===== src/rtl/pmem_arb_pkg.sv =====
// rtl/pmem_arb_pkg.sv - shared types and default widths for the pmem arbiter
package pmem_arb_pkg;

    localparam int DEF_ADDR_W = 32;
    localparam int DEF_LINE_W = 256;
    localparam int DEF_BE_W   = DEF_LINE_W / 8;

    typedef enum logic [1:0] {
        IDLE,
        BUSY_I,
        BUSY_D,
        DONE
    } arb_state_t;

    typedef enum logic {
        REQ_ICACHE,
        REQ_DCACHE
    } requester_t;

endpackage


===== src/rtl/rr_arb2.sv =====
// rtl/rr_arb2.sv - two-input round-robin pick, combinational
module rr_arb2
    import pmem_arb_pkg::*;
(
    input  logic       req_i,
    input  logic       req_d,
    input  requester_t last_grant,
    output logic [1:0] grant
);

    // grant[0] = icache, grant[1] = dcache
    always_comb begin
        grant = 2'b00;
        if (req_i && req_d) begin
            grant = (last_grant == REQ_ICACHE) ? 2'b10 : 2'b01;
        end else if (req_d) begin
            grant = 2'b10;
        end else if (req_i) begin
            grant = 2'b01;
        end
    end

endmodule


===== src/rtl/pmem_arbiter.sv =====
// rtl/pmem_arbiter.sv - shares one cacheline adaptor port between icache and dcache
module pmem_arbiter
    import pmem_arb_pkg::*;
#(
    parameter int ADDR_W = DEF_ADDR_W,
    parameter int LINE_W = DEF_LINE_W,
    parameter int BE_W   = DEF_BE_W
) (
    input  logic              clk,
    input  logic              rst,
    input  logic              i_mem_read,
    input  logic [ADDR_W-1:0] i_mem_address,
    output logic [LINE_W-1:0] i_mem_rdata,
    output logic              i_mem_resp,
    input  logic              d_mem_read,
    input  logic              d_mem_write,
    input  logic [ADDR_W-1:0] d_mem_address,
    input  logic [LINE_W-1:0] d_mem_wdata,
    input  logic [BE_W-1:0]   d_byte_enable,
    output logic [LINE_W-1:0] d_mem_rdata,
    output logic              d_mem_resp,
    output logic              pmem_read,
    output logic              pmem_write,
    output logic [ADDR_W-1:0] pmem_address,
    output logic [LINE_W-1:0] pmem_wdata,
    output logic [BE_W-1:0]   pmem_byte_enable,
    input  logic [LINE_W-1:0] pmem_rdata,
    input  logic              pmem_resp
);

    arb_state_t state, state_next;
    requester_t last_grant;
    logic [1:0] grant;
    logic       busy;

    assign busy = (state == BUSY_I) || (state == BUSY_D);

    rr_arb2 u_rr_arb2 (
        .req_i      (i_mem_read),
        .req_d      (d_mem_read | d_mem_write),
        .last_grant (last_grant),
        .grant      (grant)
    );

    always_ff @(posedge clk or posedge rst) begin
        if (rst) begin
            state <= IDLE;
        end else begin
            state <= state_next;
        end
    end

    always_comb begin
        state_next = state;
        case (state)
            IDLE: begin
                if (grant[1]) begin
                    state_next = BUSY_D;
                end else if (grant[0]) begin
                    state_next = BUSY_I;
                end
            end
            BUSY_I, BUSY_D: begin
                if (pmem_resp) begin
                    state_next = DONE;
                end
            end
            DONE:    state_next = IDLE;
            default: state_next = IDLE;
        endcase
    end

    always_comb begin
        i_mem_resp  = 1'b0;
        i_mem_rdata = '0;
        d_mem_resp  = 1'b0;
        d_mem_rdata = '0;
        if (state == BUSY_I && pmem_resp) begin
            i_mem_resp  = 1'b1;
            i_mem_rdata = pmem_rdata;
        end
        if (state == BUSY_D && pmem_resp) begin
            d_mem_resp  = 1'b1;
            d_mem_rdata = pmem_rdata;
        end
    end

    // Downstream request is captured once at grant and held until the adaptor responds.
    always_ff @(posedge clk or posedge rst) begin
        if (rst) begin
            pmem_read        <= 1'b0;
            pmem_write       <= 1'b0;
            pmem_address     <= '0;
            pmem_wdata       <= '0;
            pmem_byte_enable <= '0;
            last_grant       <= REQ_ICACHE;
        end else if (state == IDLE) begin
            if (grant[1]) begin
                pmem_read        <= d_mem_read & ~d_mem_write;
                pmem_write       <= d_mem_write;
                pmem_address     <= d_mem_address;
                pmem_wdata       <= d_mem_wdata;
                pmem_byte_enable <= d_byte_enable;
                last_grant       <= REQ_DCACHE;
            end else if (grant[0]) begin
                pmem_read        <= 1'b1;
                pmem_write       <= 1'b0;
                pmem_address     <= i_mem_address;
                pmem_wdata       <= '0;
                pmem_byte_enable <= '0;
                last_grant       <= REQ_ICACHE;
            end
        end else if (busy && pmem_resp) begin
            pmem_read  <= 1'b0;
            pmem_write <= 1'b0;
        end
    end

`ifndef SYNTHESIS
    always @(posedge clk) begin
        if (!rst) begin
            assert (!(state == IDLE && d_mem_read && d_mem_write))
                else $warning("pmem_arbiter: dcache read and write together, read dropped");
            assert (!(pmem_resp && !busy))
                else $warning("pmem_arbiter: pmem_resp outside a transaction ignored");
        end
    end
`endif

endmodule


===== config.mk =====
export PLATFORM = sky130hd
export DESIGN_NAME = pmem_arbiter
export DESIGN_NICKNAME = d
export VERILOG_FILES = /design/src/rtl/pmem_arb_pkg.sv /design/src/rtl/rr_arb2.sv /design/src/rtl/pmem_arbiter.sv
export SDC_FILE = /design/constraint.sdc
export NUM_CORES = 1
export LEC_CHECK = 0
export ABC_AREA = 1
export ABC_CLOCK_PERIOD_IN_PS = 15800
export CORE_AREA = 2 2 562 564
export DETAILED_ROUTE_END_ITERATION = 12
export DIE_AREA = 0 0 564 566
export PLACE_DENSITY_LB_ADDON = 0.15
export SLEW_MARGIN = 30
export SYNTH_ARGS = -nofsm -noshare
export SYNTH_HDL_FRONTEND = slang
export SYNTH_SLANG_ARGS = --single-unit

===== constraint.sdc =====
create_clock -name clk -period 15.8 [get_ports clk]
set_clock_uncertainty 0.15 [all_clocks]
set_input_delay 3.16 -clock clk [delete_from_list [all_inputs] [get_ports clk]]
set_output_delay 3.16 -clock clk [all_outputs]
set_load 0.02 [all_outputs]

Word-level counts from Yosys, hierarchy flattened

Cells that the tools add are included.

Output and inout port bits: 836
Register bits: 325

Multiplexer cells: 26
Equality and inequality tests: 5
Bitwise gates (word level): 3
Reduce and logical (&&, ||, !) cells: 12

Operator list:

| operator                                             | count |
|---|---|
| two-way mux 256 bit                                  | 4 |
| two-way mux 32 bit                                   | 4 |
| two-way mux 2 bit                                    | 6 |
| two-way mux 1 bit                                    | 11 |
| case mux 2 bit (3 select lines)                      | 1 |
| AND reduction 2 bit                                  | 3 |
| equality test 2 bit (second input constant)          | 2 |
| logical AND 1 bit                                    | 4 |
| nonzero test 2 bit                                   | 2 |
| != test 3 bit (second input constant)                | 1 |
| equality test 2 x 1 -> 1 bit (second input constant) | 1 |
| logical NOT 2 bit                                    | 1 |
| != test 2 bit (second input constant)                | 1 |
| OR reduction 2 bit                                   | 1 |
| bitwise AND 1 bit                                    | 1 |
| logical OR 1 bit                                     | 1 |
| inverter 1 bit                                       | 1 |
| OR 1 bit                                             | 1 |

Logic depth before layout (Yosys ltp)

Depth in word-level cells: 6
Depth in mapped cells: 9
Depth with buffers taken out: 7

Cells and area by module

Synthesis repeated with hierarchy kept, for this count alone.

Cell total of the unflattened synthesis: 2362
Area, all modules: 16335.7 um2

Modules (own cells, without submodules):

| module       | cells each | sequential area each (um2) | area an instance (um2) | instances |
|---|---|---|---|---|
| pmem_arbiter | 2357       | 8132.8                     | 16315.6                | 1 |
| rr_arb2      | 5          | 0.0                        | 20.0                   | 1 |

Worst setup path after synthesis

No wires, ideal clock.

Kind: input-to-output
From: in pmem_resp
To: out i_mem_resp
Stages: 4
Buffers on the path: 2
Arrival: 4.002 ns
Required time: 12.490 ns
Slack: 8.488 ns
Cells stage by stage: nand2_1 > clkbuf_1 > buf_1 > inv_1

Word-level cells in the longest chain between the ends: 2

Ends and longest elaborated chain:

| element           | RTL line           | text |
|---|---|---|
| start, declared   | pmem_arbiter.sv:28 | `input logic pmem_resp` |
| logical AND 1 bit | pmem_arbiter.sv:78 | `if (state == BUSY_I && pmem_resp) begin` |
| two-way mux 1 bit | pmem_arbiter.sv:78 |  |
| end, declared     | pmem_arbiter.sv:14 | `output logic i_mem_resp,` |

Every way passes these cells.

Worst setup path in the final report

From: in pmem_resp
To: out i_mem_rdata[72]

Word-level cells in the longest chain between the ends: 2

Ends and longest elaborated chain:

| element             | RTL line           | text |
|---|---|---|
| logical AND 1 bit   | pmem_arbiter.sv:78 |  |
| two-way mux 256 bit | pmem_arbiter.sv:78 |  |
| end, declared       | pmem_arbiter.sv:13 | `output logic [LINE_W-1:0] i_mem_rdata,` |

Every way passes these cells.

==> impl_metrics.sql <==
INSERT INTO impl_metrics (metric_group, metric, value, unit) VALUES
('finish', 'final_cell_mix', 'clkdlybuf4s50_1, nand2_1, nor2_1', ''),
('worst_setup_path', 'worst_ep_required_time', '12.49', 'ns'),
('power_and_ir_drop', 'max-vdd-ir-drop', '0.08861', 'mV'),
('synthesis', 'ys_seq_area_frac', '0.5101', ''),
('synthesis', 'yosys.area_share.xor_xnor', '0', ''),
('placed_design', 'port-buffer-count', '1449', ''),
('sta', 'finalWorstPathRequiredPeriod', '10.05', 'ns'),
('detailed_routing', 'detail-route-antenna-nets', '0', ''),
('finish', 'fill_cells', '36464', ''),
('hold_path', 'holdCritPathClass', 'flop to flop', ''),
('detailed_routing', 'detailedRoute.firstPassIterationCount', '5', ''),
('finish', 'layout.cells.non_filler', '7943', ''),
('placed_design', 'gpl.final_weighted_congestion', '0.8803', ''),
('die', 'placement_rows', '206', ''),
('sta', 'setup_ws', '5.750', 'ns'),
('placed_design', 'hpwl', '198.5', 'mm'),
('synthesis', 'synth_area_per_cell', '6.834', 'um2'),
('worst_setup_path', 'worstSetupEndpointType', 'output port', ''),
('placed_design', 'post-place-ws', '5.793', 'ns'),
('sta', 'worst_slew_margin_rel', '0.2893', ''),
('synthesis', 'share_of_cell_area_taken_by_muxes_after_synthesis', '0', ''),
('die', 'die_x', '564', 'um'),
('global_route', 'grt_pass1_vias', '21872', ''),
('clocking', 'tritoncts.num_buffers', '53', ''),
('synthesis', 'yosys_warnings', '0', ''),
('finish', 'post_route_cells_drive_above_1_share', '0.03186', ''),
('global_route', 'antenna_found_initial', '141', ''),
('global_route', 'globalRoute.totalOverflow', '0', ''),
('clocking', 'clock_tree_root_buffer_cell', 'clkbuf_16', ''),
('synthesis', 'synth_top_family_by_area', 'simple AND/OR/NAND/NOR gates', ''),
('sta', 'final_min_period_over_clock_period', '0.6361', ''),
('clocking', 'tritoncts', 'done', ''),
('sta', 'maxSlewViolCount', '0', ''),
('finish', 'postLayoutCoreUtil', '0.1184', ''),
('detailed_routing', 'drcViolationCount', '0', ''),
('placed_design', 'detailed_place.area', '35290', 'um2'),
('sta', 'hold_slack', '0.3191', 'ns'),
('global_route', 'groute.usage.overall', '0.1376', ''),
('placed_design', 'dp_cells', '7828', ''),
('clocking', 'clk_transition_reported_paths', '0.06', 'ns'),
('run', 'drv.max_cap_violation_count', '0', ''),
('sta', 'sum_neg_setup_slack', '0', 'ns'),
('synthesis', 'synth.net_count', '2950', ''),
('power_and_ir_drop', 'p_leak', '16.20', 'nW'),
('finish', 'stdcell_area', '37120', 'um2'),
('sta', 'max_clock_freq', '99.50', 'MHz'),
('clocking', 'clkLatencyLatePin', '0.71', 'ns'),
('global_route', 'maximum_number_of_pins_on_one_net_before_global_route_repair', '148', ''),
('worst_setup_path', 'start_kind', 'input port', ''),
('die', 'top_level_ports', '1450', ''),
('die', 'design.die.area', '319200', 'um2'),
('clocking', 'htree_num_levels', '2', ''),
('detailed_routing', 'wirelength', '227.6', 'mm'),
('clocking', 'cts.path.max_buffers', '3', ''),
('clocking', 'cts_setup_buffers', '0', ''),
('clocking', 'cts.repair.resized', '0', ''),
('worst_setup_path', 'r2r_setup_slack', '11.53', 'ns'),
('synthesis', 'synth_compound_area_frac', '0.001648', ''),
('worst_setup_path', 'criticalPathCategory', 'input port to output port', ''),
('synthesis', 'synth_area', '15940', 'um2'),
('detailed_routing', 'detailroute.via_count', '21183', ''),
('finish', 'area_growth_syn_to_layout', '132.8', '%'),
('sta', 'grt_setup_unrepaired', 'false', ''),
('synthesis', 'yosysUniqueCellTypes', '19', ''),
('die', 'fp.dieH', '566', 'um'),
('power_and_ir_drop', 'finalPower', '6.233', 'mW'),
('sta', 'hold_viol', '0', ''),
('detailed_routing', 'post_drt_wl_per_cell', '28.66', 'um'),
('worst_setup_path', 'worstPathArrival', '6.74', 'ns'),
('outcome', 'status', 'completed', ''),
('hold_path', 'hold_depth', '2', '');
## where the power goes
part	internal, mW	switching (mW)
clock	0.722	0.542
combinational	1.28	2.28
sequential	1.19	0.216
total	3.20	3.04
## synthesized netlist by cell type
library cell | n | share of area
nand3b_1 | 5 | 0.0024
a21oi_1 | 1 | 0.00031
clkbuf_1 | 68 | 0.016
nor2_1 | 513 | 0.12
ha_1 | 3 | 0.0024
inv_1 | 271 | 0.064
dfrtp_1 | 325 | 0.51
buf_2 | 48 | 0.015
buf_6 | 10 | 0.0071
o21ai_4 | 1 | 0.0010
nand2_1 | 1035 | 0.24
nand2_4 | 1 | 0.00071
nand3_2 | 1 | 0.00063
o21ai_1 | 1 | 0.00031
buf_1 | 5 | 0.0012
inv_2 | 3 | 0.00071
buf_4 | 4 | 0.0019
nand3_1 | 37 | 0.012
nand2_2 | 1 | 0.00039
## logic make-up after synthesis
| family | after synthesis |
|---|---|
| and+or+nand+nor | 1593 |
| buffers and inverters | 409 |
| DFF | 325 |
| AOI/OAI and AO/OA | 3 |
| adders and majority gates | 3 |
## layer usage
layer  wire length [um]  vias up  GRT usage
li1                   -     9553          -
met1              94200    10072     0.1643
met2             102400     1244     0.2229
met3              26150      262    0.06721
met4               4532       52    0.02426
met5                352        -          0
## cell type report
type                       instances  area (um2)  share of cell area
antenna                           17       42.54            0.001146
clock buffer                      79        1564             0.04213
clock inverter                    19       227.7            0.006135
inverter                         274        1044             0.02811
multi-input combinational       1599        6155              0.1658
sequential                       325        8133              0.2191
tap                             4160        5205              0.1402
timing repair buffer            1470       14750              0.3974
## critical path, cell delays in order
cell and delay [ns]:
clkdlybuf4s50_1 0.56, nand2_4 0.58, buf_12 0.45, buf_4 0.77, nor2_1 0.19, clkdlybuf4s50_1 0.60
## state kept, by name, summed over array words and instances, names as in the netlist
signal	flops
pmem_wdata	256
pmem_address	32
pmem_byte_enable	32
state	2
last_grant	1
pmem_read	1
pmem_write	1
## worst paths after layout
kind | end | from
max | i_mem_rdata[72] | pmem_resp
min | pmem_wdata[162] | pmem_wdata[162]
max reg2reg | pmem_byte_enable[2] | last_grant
min reg2reg | pmem_wdata[162] | pmem_wdata[162]
max in group asynchronous | pmem_wdata[159] | rst
min in group asynchronous | pmem_byte_enable[26] | rst
Power figures use the tool's default switching activity.
